## config.mk

```make
export PLATFORM = sky130hd
export DESIGN_NAME = cfg_stream_loader
export DESIGN_NICKNAME = d
export VERILOG_FILES = /design/src/rtl/cfg_stream_loader_pkg.sv /design/src/rtl/cfg_word_serializer.sv /design/src/rtl/cfg_stream_loader.sv
export SDC_FILE = /design/constraint.sdc
export NUM_CORES = 1
export LEC_CHECK = 0
export ABC_AREA = 1
export CAP_MARGIN = 10
export CORE_ASPECT_RATIO = 1.25
export CORE_MARGIN = 1
export CORE_UTILIZATION = 49
export DETAILED_ROUTE_END_ITERATION = 8
export PLACE_DENSITY = 0.72
export SLEW_MARGIN = 25
export SYNTH_ARGS = -nofsm -noshare
export SYNTH_HDL_FRONTEND = slang
export SYNTH_SLANG_ARGS = --single-unit
```

## constraint.sdc

```tcl
create_clock -name clk -period 10.6 [get_ports clk]
set_input_delay 1.06 -clock clk [delete_from_list [all_inputs] [get_ports clk]]
set_output_delay 1.06 -clock clk [all_outputs]
set_load 0.02 [all_outputs]
```

## src/rtl/cfg_stream_loader_pkg.sv

```systemverilog
// Shared types and parameter legality check for the config stream loader.
package cfg_stream_loader_pkg;

    typedef enum logic [2:0] {
        ST_IDLE,
        ST_SHIFT,
        ST_FLUSH,
        ST_SETTLE,
        ST_STABLE
    } state_t;

    // A word must split into whole chunks, counters need room, settle is never zero.
    function automatic bit cfg_params_ok(input int unsigned cfg_width,
                                         input int unsigned word_width,
                                         input int unsigned cnt_width,
                                         input int unsigned settle_cycles);
        return (cfg_width >= 1) && (word_width >= cfg_width) &&
               ((word_width % cfg_width) == 0) && (cnt_width >= 2) &&
               (settle_cycles >= 1);
    endfunction

endpackage

```

## src/rtl/cfg_word_serializer.sv

```systemverilog
// One-word buffer that accepts bitstream words and emits them chunk by chunk, LSB first.
module cfg_word_serializer
    import cfg_stream_loader_pkg::*;
#(
    parameter int unsigned CFG_WIDTH  = 1,
    parameter int unsigned WORD_WIDTH = 16,
    parameter int unsigned CNT_WIDTH  = 32
) (
    input  logic                  clk,
    input  logic                  reset_n,
    input  logic                  i_fetch_en,
    input  logic                  i_flush,
    input  logic                  i_word_valid,
    output logic                  o_word_ready,
    input  logic [WORD_WIDTH-1:0] i_word_data,
    output logic                  o_cfg_e,
    output logic [CFG_WIDTH-1:0]  o_cfg_i,
    output logic [CNT_WIDTH-1:0]  o_rem_bits
);

    localparam int unsigned CHUNKS = WORD_WIDTH / CFG_WIDTH;
    localparam int unsigned IDX_W  = (CHUNKS > 1) ? $clog2(CHUNKS) : 1;

    logic [WORD_WIDTH-1:0] r_buf;
    logic [IDX_W-1:0]      r_idx;
    logic                  r_full;
    logic                  w_last_chunk;
    logic                  w_accept;

    assign w_last_chunk = (r_idx == IDX_W'(CHUNKS - 1));
    // Refill while the last chunk shifts so a continuous stream has no bubbles.
    assign o_word_ready = i_fetch_en && (!r_full || w_last_chunk);
    assign w_accept     = o_word_ready && i_word_valid && !i_flush;

    assign o_cfg_e    = r_full;
    assign o_cfg_i    = r_full ? r_buf[r_idx*CFG_WIDTH +: CFG_WIDTH] : '0;
    assign o_rem_bits = r_full ? CNT_WIDTH'((CHUNKS - 32'(r_idx)) * CFG_WIDTH) : '0;

    // Buffer load, chunk advance and discard on flush.
    always_ff @(posedge clk or negedge reset_n) begin
        if (!reset_n) begin
            r_buf  <= '0;
            r_idx  <= '0;
            r_full <= 1'b0;
        end else if (i_flush) begin
            r_idx  <= '0;
            r_full <= 1'b0;
        end else if (w_accept) begin
            r_buf  <= i_word_data;
            r_idx  <= '0;
            r_full <= 1'b1;
        end else if (r_full) begin
            if (w_last_chunk) begin
                r_idx  <= '0;
                r_full <= 1'b0;
            end else begin
                r_idx <= r_idx + 1'b1;
            end
        end
    end

endmodule

```

## src/rtl/cfg_stream_loader.sv

```systemverilog
// Streams bitstream words into a fabric scan-chain config port and sequences the user reset.
module cfg_stream_loader
    import cfg_stream_loader_pkg::*;
#(
    parameter int unsigned CFG_WIDTH     = 1,
    parameter int unsigned WORD_WIDTH    = 16,
    parameter int unsigned CNT_WIDTH     = 32,
    parameter int unsigned SETTLE_CYCLES = 2
) (
    input  logic                  clk,
    input  logic                  reset_n,
    input  logic                  start,
    input  logic                  abort,
    input  logic [CNT_WIDTH-1:0]  total_bits,
    input  logic                  word_valid,
    output logic                  word_ready,
    input  logic [WORD_WIDTH-1:0] word_data,
    output logic                  cfg_e,
    output logic [CFG_WIDTH-1:0]  cfg_i,
    output logic                  app_reset,
    output logic                  busy,
    output logic                  done,
    output logic                  err,
    output logic [CNT_WIDTH-1:0]  bits_shifted
);

    localparam int unsigned CNT_W1 = CNT_WIDTH + 1;
    localparam int unsigned SET_W  = (SETTLE_CYCLES > 1) ? $clog2(SETTLE_CYCLES) : 1;

    if (!cfg_params_ok(CFG_WIDTH, WORD_WIDTH, CNT_WIDTH, SETTLE_CYCLES)) begin : g_bad_params
        $error("cfg_stream_loader: illegal parameter combination");
    end

    state_t               r_state;
    logic [CNT_WIDTH-1:0] r_total;
    logic [CNT_WIDTH-1:0] r_bits;
    logic [SET_W-1:0]     r_settle;
    logic                 r_app_reset;
    logic                 r_busy;
    logic                 r_done;
    logic                 r_err;

    logic                 w_cfg_e;
    logic [CNT_WIDTH-1:0] w_rem_bits;
    logic [CNT_WIDTH:0]   w_sum_chunk;
    logic [CNT_WIDTH:0]   w_sum_buf;
    logic                 w_in_busy;
    logic                 w_abort_act;
    logic                 w_last_shift;
    logic                 w_final_in_buf;
    logic                 w_fetch_en;
    logic                 w_flush;

    assign w_sum_chunk = {1'b0, r_bits} + CNT_W1'(CFG_WIDTH);
    assign w_sum_buf   = {1'b0, r_bits} + {1'b0, w_rem_bits};

    assign w_in_busy      = (r_state == ST_SHIFT) || (r_state == ST_FLUSH) || (r_state == ST_SETTLE);
    assign w_abort_act    = abort && w_in_busy;
    assign w_last_shift   = (r_state == ST_SHIFT) && w_cfg_e && (w_sum_chunk >= {1'b0, r_total});
    // Once the buffered word reaches the total, no further word may be taken.
    assign w_final_in_buf = (w_sum_buf >= {1'b0, r_total});
    assign w_fetch_en     = (r_state == ST_SHIFT) && !w_final_in_buf;
    assign w_flush        = w_abort_act || w_last_shift;

    cfg_word_serializer #(
        .CFG_WIDTH  (CFG_WIDTH),
        .WORD_WIDTH (WORD_WIDTH),
        .CNT_WIDTH  (CNT_WIDTH)
    ) u_ser (
        .clk          (clk),
        .reset_n      (reset_n),
        .i_fetch_en   (w_fetch_en),
        .i_flush      (w_flush),
        .i_word_valid (word_valid),
        .o_word_ready (word_ready),
        .i_word_data  (word_data),
        .o_cfg_e      (w_cfg_e),
        .o_cfg_i      (cfg_i),
        .o_rem_bits   (w_rem_bits)
    );

    assign cfg_e        = w_cfg_e;
    assign app_reset    = r_app_reset;
    assign busy         = r_busy;
    assign done         = r_done;
    assign err          = r_err;
    assign bits_shifted = r_bits;

    // Load sequencing FSM with bit counter, settle timer and registered status outputs.
    always_ff @(posedge clk or negedge reset_n) begin
        if (!reset_n) begin
            r_state     <= ST_IDLE;
            r_total     <= '0;
            r_bits      <= '0;
            r_settle    <= '0;
            r_app_reset <= 1'b1;
            r_busy      <= 1'b0;
            r_done      <= 1'b0;
            r_err       <= 1'b0;
        end else begin
            r_err <= 1'b0;
            if (w_abort_act) begin
                r_state <= ST_IDLE;
                r_busy  <= 1'b0;
                r_err   <= 1'b1;
            end else begin
                case (r_state)
                    ST_IDLE, ST_STABLE: begin
                        if (start) begin
                            if (total_bits == '0) begin
                                r_err <= 1'b1;
                            end else begin
                                r_state     <= ST_SHIFT;
                                r_total     <= total_bits;
                                r_bits      <= '0;
                                r_app_reset <= 1'b1;
                                r_busy      <= 1'b1;
                                r_done      <= 1'b0;
                            end
                        end
                    end
                    ST_SHIFT: begin
                        if (w_last_shift) begin
                            r_bits  <= r_total;
                            r_state <= ST_FLUSH;
                        end else if (w_cfg_e) begin
                            r_bits <= r_bits + CNT_WIDTH'(CFG_WIDTH);
                        end
                    end
                    ST_FLUSH: begin
                        r_settle <= '0;
                        r_state  <= ST_SETTLE;
                    end
                    ST_SETTLE: begin
                        if (r_settle == SET_W'(SETTLE_CYCLES - 1)) begin
                            r_state     <= ST_STABLE;
                            r_app_reset <= 1'b0;
                            r_busy      <= 1'b0;
                            r_done      <= 1'b1;
                        end else begin
                            r_settle <= r_settle + 1'b1;
                        end
                    end
                    default: r_state <= ST_IDLE;
                endcase
            end
        end
    end

endmodule

```

==> results.md, run 1 <==
- Register area: 2330 µm²
- Vias in the first global route: 6780
- Most numerous cell in the Yosys netlist: nand2_1
- DR vias: 7109
- Post-synth EDFFs: 0
- Comb power frac: 46.1%
- CTS clk-pin slew, worst paths: 0.07 ns
- Main synth FF type: dfrtp_1
- GRT Util Overall: 27.5%
- Post-CTS setup buffer count: 0
- Port Buffer Count: 91
- Max Used Layer: met4
- M1 WL: 8770 µm
- XOR/XNOR Fraction of Synth Area: 6.19%
- Vias per cell: 5.40
- Gr ovfl total: 0
- Yosys cell types: 44
- Yosys reg bits: 93
- Post-Synth Simple-Gate Area: 29.4%
- RePlAce Congestion: 0.969
- Max-cap viol count: 0
- 1st-pass router iterations: 6
- Final #Nets: 1255
- Kind of critical path: reg -> out
- Run status: completed
- Post-Synthesis Cells: 1059
- Max-slew headroom: 40.3%
- Worst slew pin tran: 0.895 ns
- Clock latency on the worst-skew pair: 0.36 ns
- Worst r2r src: u_ser.r_idx[0]
- First-pass GRT wire length: 33900 µm
- Sw Share: 44.4%
- I/O Pins: 92
- Initial antenna violation count: 0
- Reg2reg path depth: 31
- Final Util: 58.8%
- Startpoint Class: register
- CTS tree: built
- Worst stage delay on the critical path: 0.57 ns
- Worst hold path type: reg -> reg
- Met2 WL: 10200 µm
- DIE WIDTH: 113 µm
- Synth top cells by count: 308 x nand2_1, 158 x inv_1, 92 x dfrtp_1
- DPL Wire Length: 15900 µm
- Crit share post-route: 62.6%
- Post_cts resized: 0
- CP dominant cell by count: nand2_1
- Pwr Density: 186 nW/µm²
- Routed wire length: 20500 µm
- Setup crit end kind: output pin
- Fin Setup TNS: 0 ns
- R2r setup slk: 4.65 ns
- Internal power: 0.909 mW
- Initial DRC Count: 481
- Post-synth ARST share: 100%
- Layout cells sized above 1: 3.97%
- Setup clock skew after layout: 0.0108 ns
- DRC Markers: 0
- WP data arrival: 5.57 ns
- Post-Syn Area: 7490 µm²
- Area of the multi-input gates: 4420 µm²
- FF-to-FF End: u_ser.r_buf[10]
- Post-synthesis mux area share: 0%
- Worst Hold Depth: 2
- Final Setup Violations: 0
- Maximum number of pins on one net before global-route repair: 66
- Root buffer cell: clkbuf_16
- Crit-path max FO: 14
- Die ar.: 15800 µm²
- Hold_sp: u_ser.r_buf[7]
- Final min period: 6.63 ns
- Final hold viol count: 0
- Area grow syn2layout: 17.4%
- Hold EP: u_ser.r_buf[7]
- Rows: 50
- Synth Area in Adders: 12.3%
- Sw power: 0.727 mW
- Unrepaired setup endpoints after global routing: false
- Clock Power Share: 20.7%
- Sequential power share: 33.3%
- Dominant combinational cell family by area after synthesis: simple AND/OR/NAND/NOR gates
- Worst EP required: 9.54 ns
- Die Span Y: 140 µm
- Met3 WL post-DR: 679 µm
- CTS sink count: 93
- Largest area contributor in the netlist: dfrtp_1
- FMAX: 151 MHz
- Sequential area share after synthesis: 31.1%
- Syn_area_per_cell: 7.08 µm²
- Dpl ws: 4.43 ns
- Core area: 15000 µm²
- Syn_nets: 1185
- Filler cell count: 1436
- Antenna Cells: 0
- Top cell type's share of synthesized area: 30.7%
- Synth area leaders: dfrtp_1 31%, nand2_1 15%, ha_1 12%
- H-tree depth: 3
- WL per Instance: 15.6 µm
- Yosys Warn Count: 0
- CP max stage cell: dfrtp_1
- Clk buf depth: 2
- Final worst slack: 3.97 ns
- Hold-fix buffers, CTS: 0
- Post-synthesis compound-gate area fraction: 10.8%
- P_leak: 4.79 nW
- Maximum VDD drop: 97.2 µV
- CTS Buf Count: 9
- Initial Utilization: 50.1%
- Antenna viol nets, final: 0
- Slew Viols, Final: 0
==> through the flow <==
stage | power (mW) | hold slack [ns] | cell area (µm²) | instances
global placement | 1.28 | 0.468 | 8490 | 1300
floorplan | 1.06 | 0.444 | 7490 | 1059
CTS | 1.64 | 0.489 | 8800 | 1316
detailed placement | 1.30 | 0.472 | 8490 | 1300
finish | 1.64 | 0.489 | 8800 | 1316
global route | 1.78 | 0.519 | 8800 | 1316
==> worst max-delay path by stage <==
stage	start	end	slack (ns)
floorplan	u_ser.r_idx[0]	word_ready	5.77
global placement	u_ser.r_idx[0]	word_ready	4.59
detailed placement	u_ser.r_idx[0]	word_ready	4.43
CTS	u_ser.r_idx[0]	word_ready	4.02
global route	u_ser.r_idx[0]	word_ready	3.49
finish	u_ser.r_idx[0]	word_ready	3.97
==> cells by family after synthesis <==
| family | Yosys count |
|---|---|
| buf+inv | 192 |
| xor+xnor | 53 |
| fa+ha+maj | 73 |
| flops | 93 |
| simple gates | 509 |
| compound gates | 139 |
==> final cells by class <==
class	instances	area share (%)
well taps	182	2.59
inverters	158	6.74
repair buffers	93	10.5
clock buffers	9	2.56
flip-flops and latches	93	26.5
multi-input cells	774	50.2
clock inverters	7	0.910
==> power groups by stage <==
stage                     Combinational, mW  Sequential (mW)  Clock [mW]
after floorplan                       0.522            0.537           0
after global placement                0.736            0.546           0
after detailed placement              0.748            0.550           0
after CTS                             0.755            0.543       0.343
after global routing                  0.862            0.556       0.358
final                                 0.753            0.544       0.338
==> sequential cells by signal, summed over array words and instances, names as in the netlist <==
register / count
bits_shifted: 32
r_total: 32
u_ser.r_buf: 16
u_ser.r_idx: 4
r_state: 3
app_reset: 1
busy: 1
done: 1
err: 1
r_settle: 1
u_ser.o_cfg_e: 1
==> cells in the final DEF (no fill, tap or decap), drive strengths merged, types with 3 or more instances in the layout <==
cell / n
nand2: 312
dfrtp: 92
ha: 72
nor4: 18
nand4: 24
clkdlybuf4s50: 90
a21o: 3
nand3: 54
and3: 3
o211ai: 30
xnor2: 12
o21ai: 63
nor2: 82
a21oi: 32
nor3: 8
xor2: 41
inv: 161
buf: 3
or2: 5
clkbuf: 9
==> critical path, delay by kind of cell, from the launching register on <==
kind | cells | cell delay (ns)
and+or+nand+nor | 18 | 1.93
AOI/OAI and AO/OA | 4 | 0.68
DFF | 1 | 0.57
xor gates and xnor gates | 1 | 0.15
buffers and inverters | 4 | 0.96
adders and majority gates | 3 | 0.89
==> layer usage <==
| metal | GRT usage, % | vias to the layer above |
|---|---|---|
| met2 | 47.7 | 157 |
| met5 | 0 | - |
| met1 | 32.8 | 3333 |
| met4 | 15.4 | 0 |
| met3 | 3.59 | 45 |
| li1 | - | 3574 |
(Power assumes the default switching activity.)
==> run 2: changes to the inputs <==
Clock period 10.6 ns to 6.3 ns, I/O delays scaled along.
==> results.md, run 2 (synthesis gave the netlist of run 1 again) <==
- Layout cells sized above 1: 4.41% (was 3.97%)
- Most frequent cells in the layout: 308 x nand2_1, 158 x inv_1, 91 x dfrtp_1 (was 308 x nand2_1, 158 x inv_1, 92 x dfrtp_1)
- Hold-fix buffers, CTS: 0 (unchanged)
- Core area: 15000 µm² (unchanged)
- Dpl ws: 0.541 ns (was 4.43 ns)
- Antenna Cells: 0 (unchanged)
- CTS clk-pin slew, worst paths: 0.07 ns (about the same)
- CP delay by family, top: simple AND/OR/NAND/NOR gates (unchanged)
- Area grow syn2layout: 17.9% (was 17.4%)
- Max-slew headroom: 40.2% (was 40.3%)
- GRT Util Overall: 27.7% (was 27.5%)
- CTS Buf Count: 9 (unchanged)
- WP data arrival: 5.21 ns (was 5.57 ns)
- Clock latency on the worst-skew pair: 0.36 ns (about the same)
- Worst Path Buf+Inv: 3 (was 4)
- Crit-path max FO: 14 (unchanged)
- First-pass GRT wire length: 34000 µm (was 33900 µm)
- Maximum VDD drop: 164 µV (was 97.2 µV)
- DR vias: 7091 (was 7109)
- Antenna viol nets, final: 0 (unchanged)
- Initial Utilization: 50.1% (unchanged)
- DIE WIDTH: 113 µm (unchanged)
- Initial antenna violation count: 0 (unchanged)
- Reg2reg path depth: 28 (was 31)
- Area post-placement: 8500 µm² (was 8490 µm²)
- Worst r2r src: u_ser.r_idx[0] (unchanged)
- Die Span Y: 140 µm (unchanged)
- Worst slew pin tran: 0.895 ns (about the same)
- Die ar.: 15800 µm² (unchanged)
- Slew Viols, Final: 0 (unchanged)
- Dpl cells: 1301 (was 1300)
- Rows: 50 (unchanged)
- H-tree depth: 3 (unchanged)
- Worst hold path type: in -> async (was reg -> reg)
- Critical path depth: 26 (was 30)
- Unrepaired setup endpoints after global routing: false (unchanged)
- DPL Wire Length: 16000 µm (was 15900 µm)
- Startpoint Class: register (unchanged)
- Post-route cell area: 8840 µm² (was 8800 µm²)
- Final Util: 59.1% (was 58.8%)
- Final worst slack: 0.464 ns (was 3.97 ns)
- Final Setup Violations: 0 (unchanged)
- Filler cell count: 1445 (was 1436)
- Setup crit end kind: output pin (unchanged)
- Initial DRC Count: 417 (was 481)
- DRC Markers: 0 (unchanged)
- FMAX: 171 MHz
- Setup clock skew after layout: 0.00665 ns (was 0.0108 ns)
- FF-to-FF End: u_ser.r_idx[1] (was u_ser.r_buf[10])
- Tot Pwr: 2.80 mW (was 1.64 mW)
- Worst EP required: 5.67 ns (was 9.54 ns)
- Pwr Density: 317 nW/µm² (was 186 nW/µm²)
- CP dominant cell by count: nand2_1 (unchanged)
- R2r setup slk: 1.22 ns (was 4.65 ns)
- Clk buf depth: 2 (unchanged)
- Max-cap viol count: 0 (unchanged)
- Worst Setup SP: u_ser.r_idx[0] (unchanged)
- Crit share post-route: 92.6%
- 1st-pass router iterations: 5 (was 6)
- Worst setup path end: word_ready (unchanged)
- P_leak: 4.81 nW (was 4.79 nW)
- CP max stage cell: clkdlybuf4s50_1 (was dfrtp_1)
- Final Hold Slack: 0.235 ns (was 0.489 ns)
- I/O Pins: 92 (unchanged)
- Vias per cell: 5.38 (was 5.40)
- Kind of critical path: reg -> out (unchanged)
- Most common cell after layout, fill and taps aside: nand2_1 (unchanged)
- Final hold viol count: 0 (unchanged)
- Port Buffer Count: 91 (unchanged)
- Vias in the first global route: 6752 (was 6780)
- RePlAce Congestion: 0.986 (was 0.969)
- Run status: completed (unchanged)
- Final #Nets: 1256 (was 1255)
- Worst stage delay on the critical path: 0.59 ns (was 0.57 ns)
- Root buffer cell: clkbuf_16 (unchanged)
- Final Non-Filler Cells: 1317 (was 1316)
- Final min period: 5.84 ns
- CTS tree: built (unchanged)
- WL per Instance: 15.8 µm (was 15.6 µm)
- Fin Setup TNS: 0 ns (unchanged)
- Gr ovfl total: 0 (unchanged)
- CTS sink count: 93 (unchanged)
- Maximum number of pins on one net before global-route repair: 66 (unchanged)
- Routed wire length: 20800 µm (was 20500 µm)
## run 2: power by group
group	internal, mW	switching (mW)
registers	0.786	0.130
logic	0.433	0.838
clock network	0.354	0.260
total	1.57	1.23
## run 2: worst min-delay path by stage
| stage | to | start | slack [ns] | depth (start not counted) |
|---|---|---|---|---|
| after floorplan | bits_shifted[0] | reset_n | 0.33 | 0 |
| after global placement | u_ser.r_buf[4] | u_ser.r_buf[4] | 0.47 | 2 |
| after detailed placement | u_ser.r_buf[4] | u_ser.r_buf[4] | 0.47 | 2 |
| after CTS | bits_shifted[7] | reset_n | 0.25 | 1 |
| after global routing | bits_shifted[7] | reset_n | 0.29 | 1 |
| final | bits_shifted[7] | reset_n | 0.24 | 1 |
## run 2: timing repair
item,4_1_cts,5_1_grt
endpoints found under the hold margin,0,0
buffers inserted,0,0
gates resized for setup,0,5
endpoints found under the setup margin,0,1
## run 2: layout make-up
type                       instances  area, µm²  share of cell area (%)
inverter                         158        593                    6.71
tap                              182        228                    2.58
clock inverter                     7        103                    1.16
timing repair buffer              94        931                    10.5
multi-input combinational        774       4430                    50.1
sequential                        93       2330                    26.4
clock buffer                       9        225                    2.55
## run 2: routing by layer
layer	track usage (%)	wire, µm
met4	11.3	564
met2	49.7	10700
met3	3.07	649
met5	0	0
met1	33.5	8940
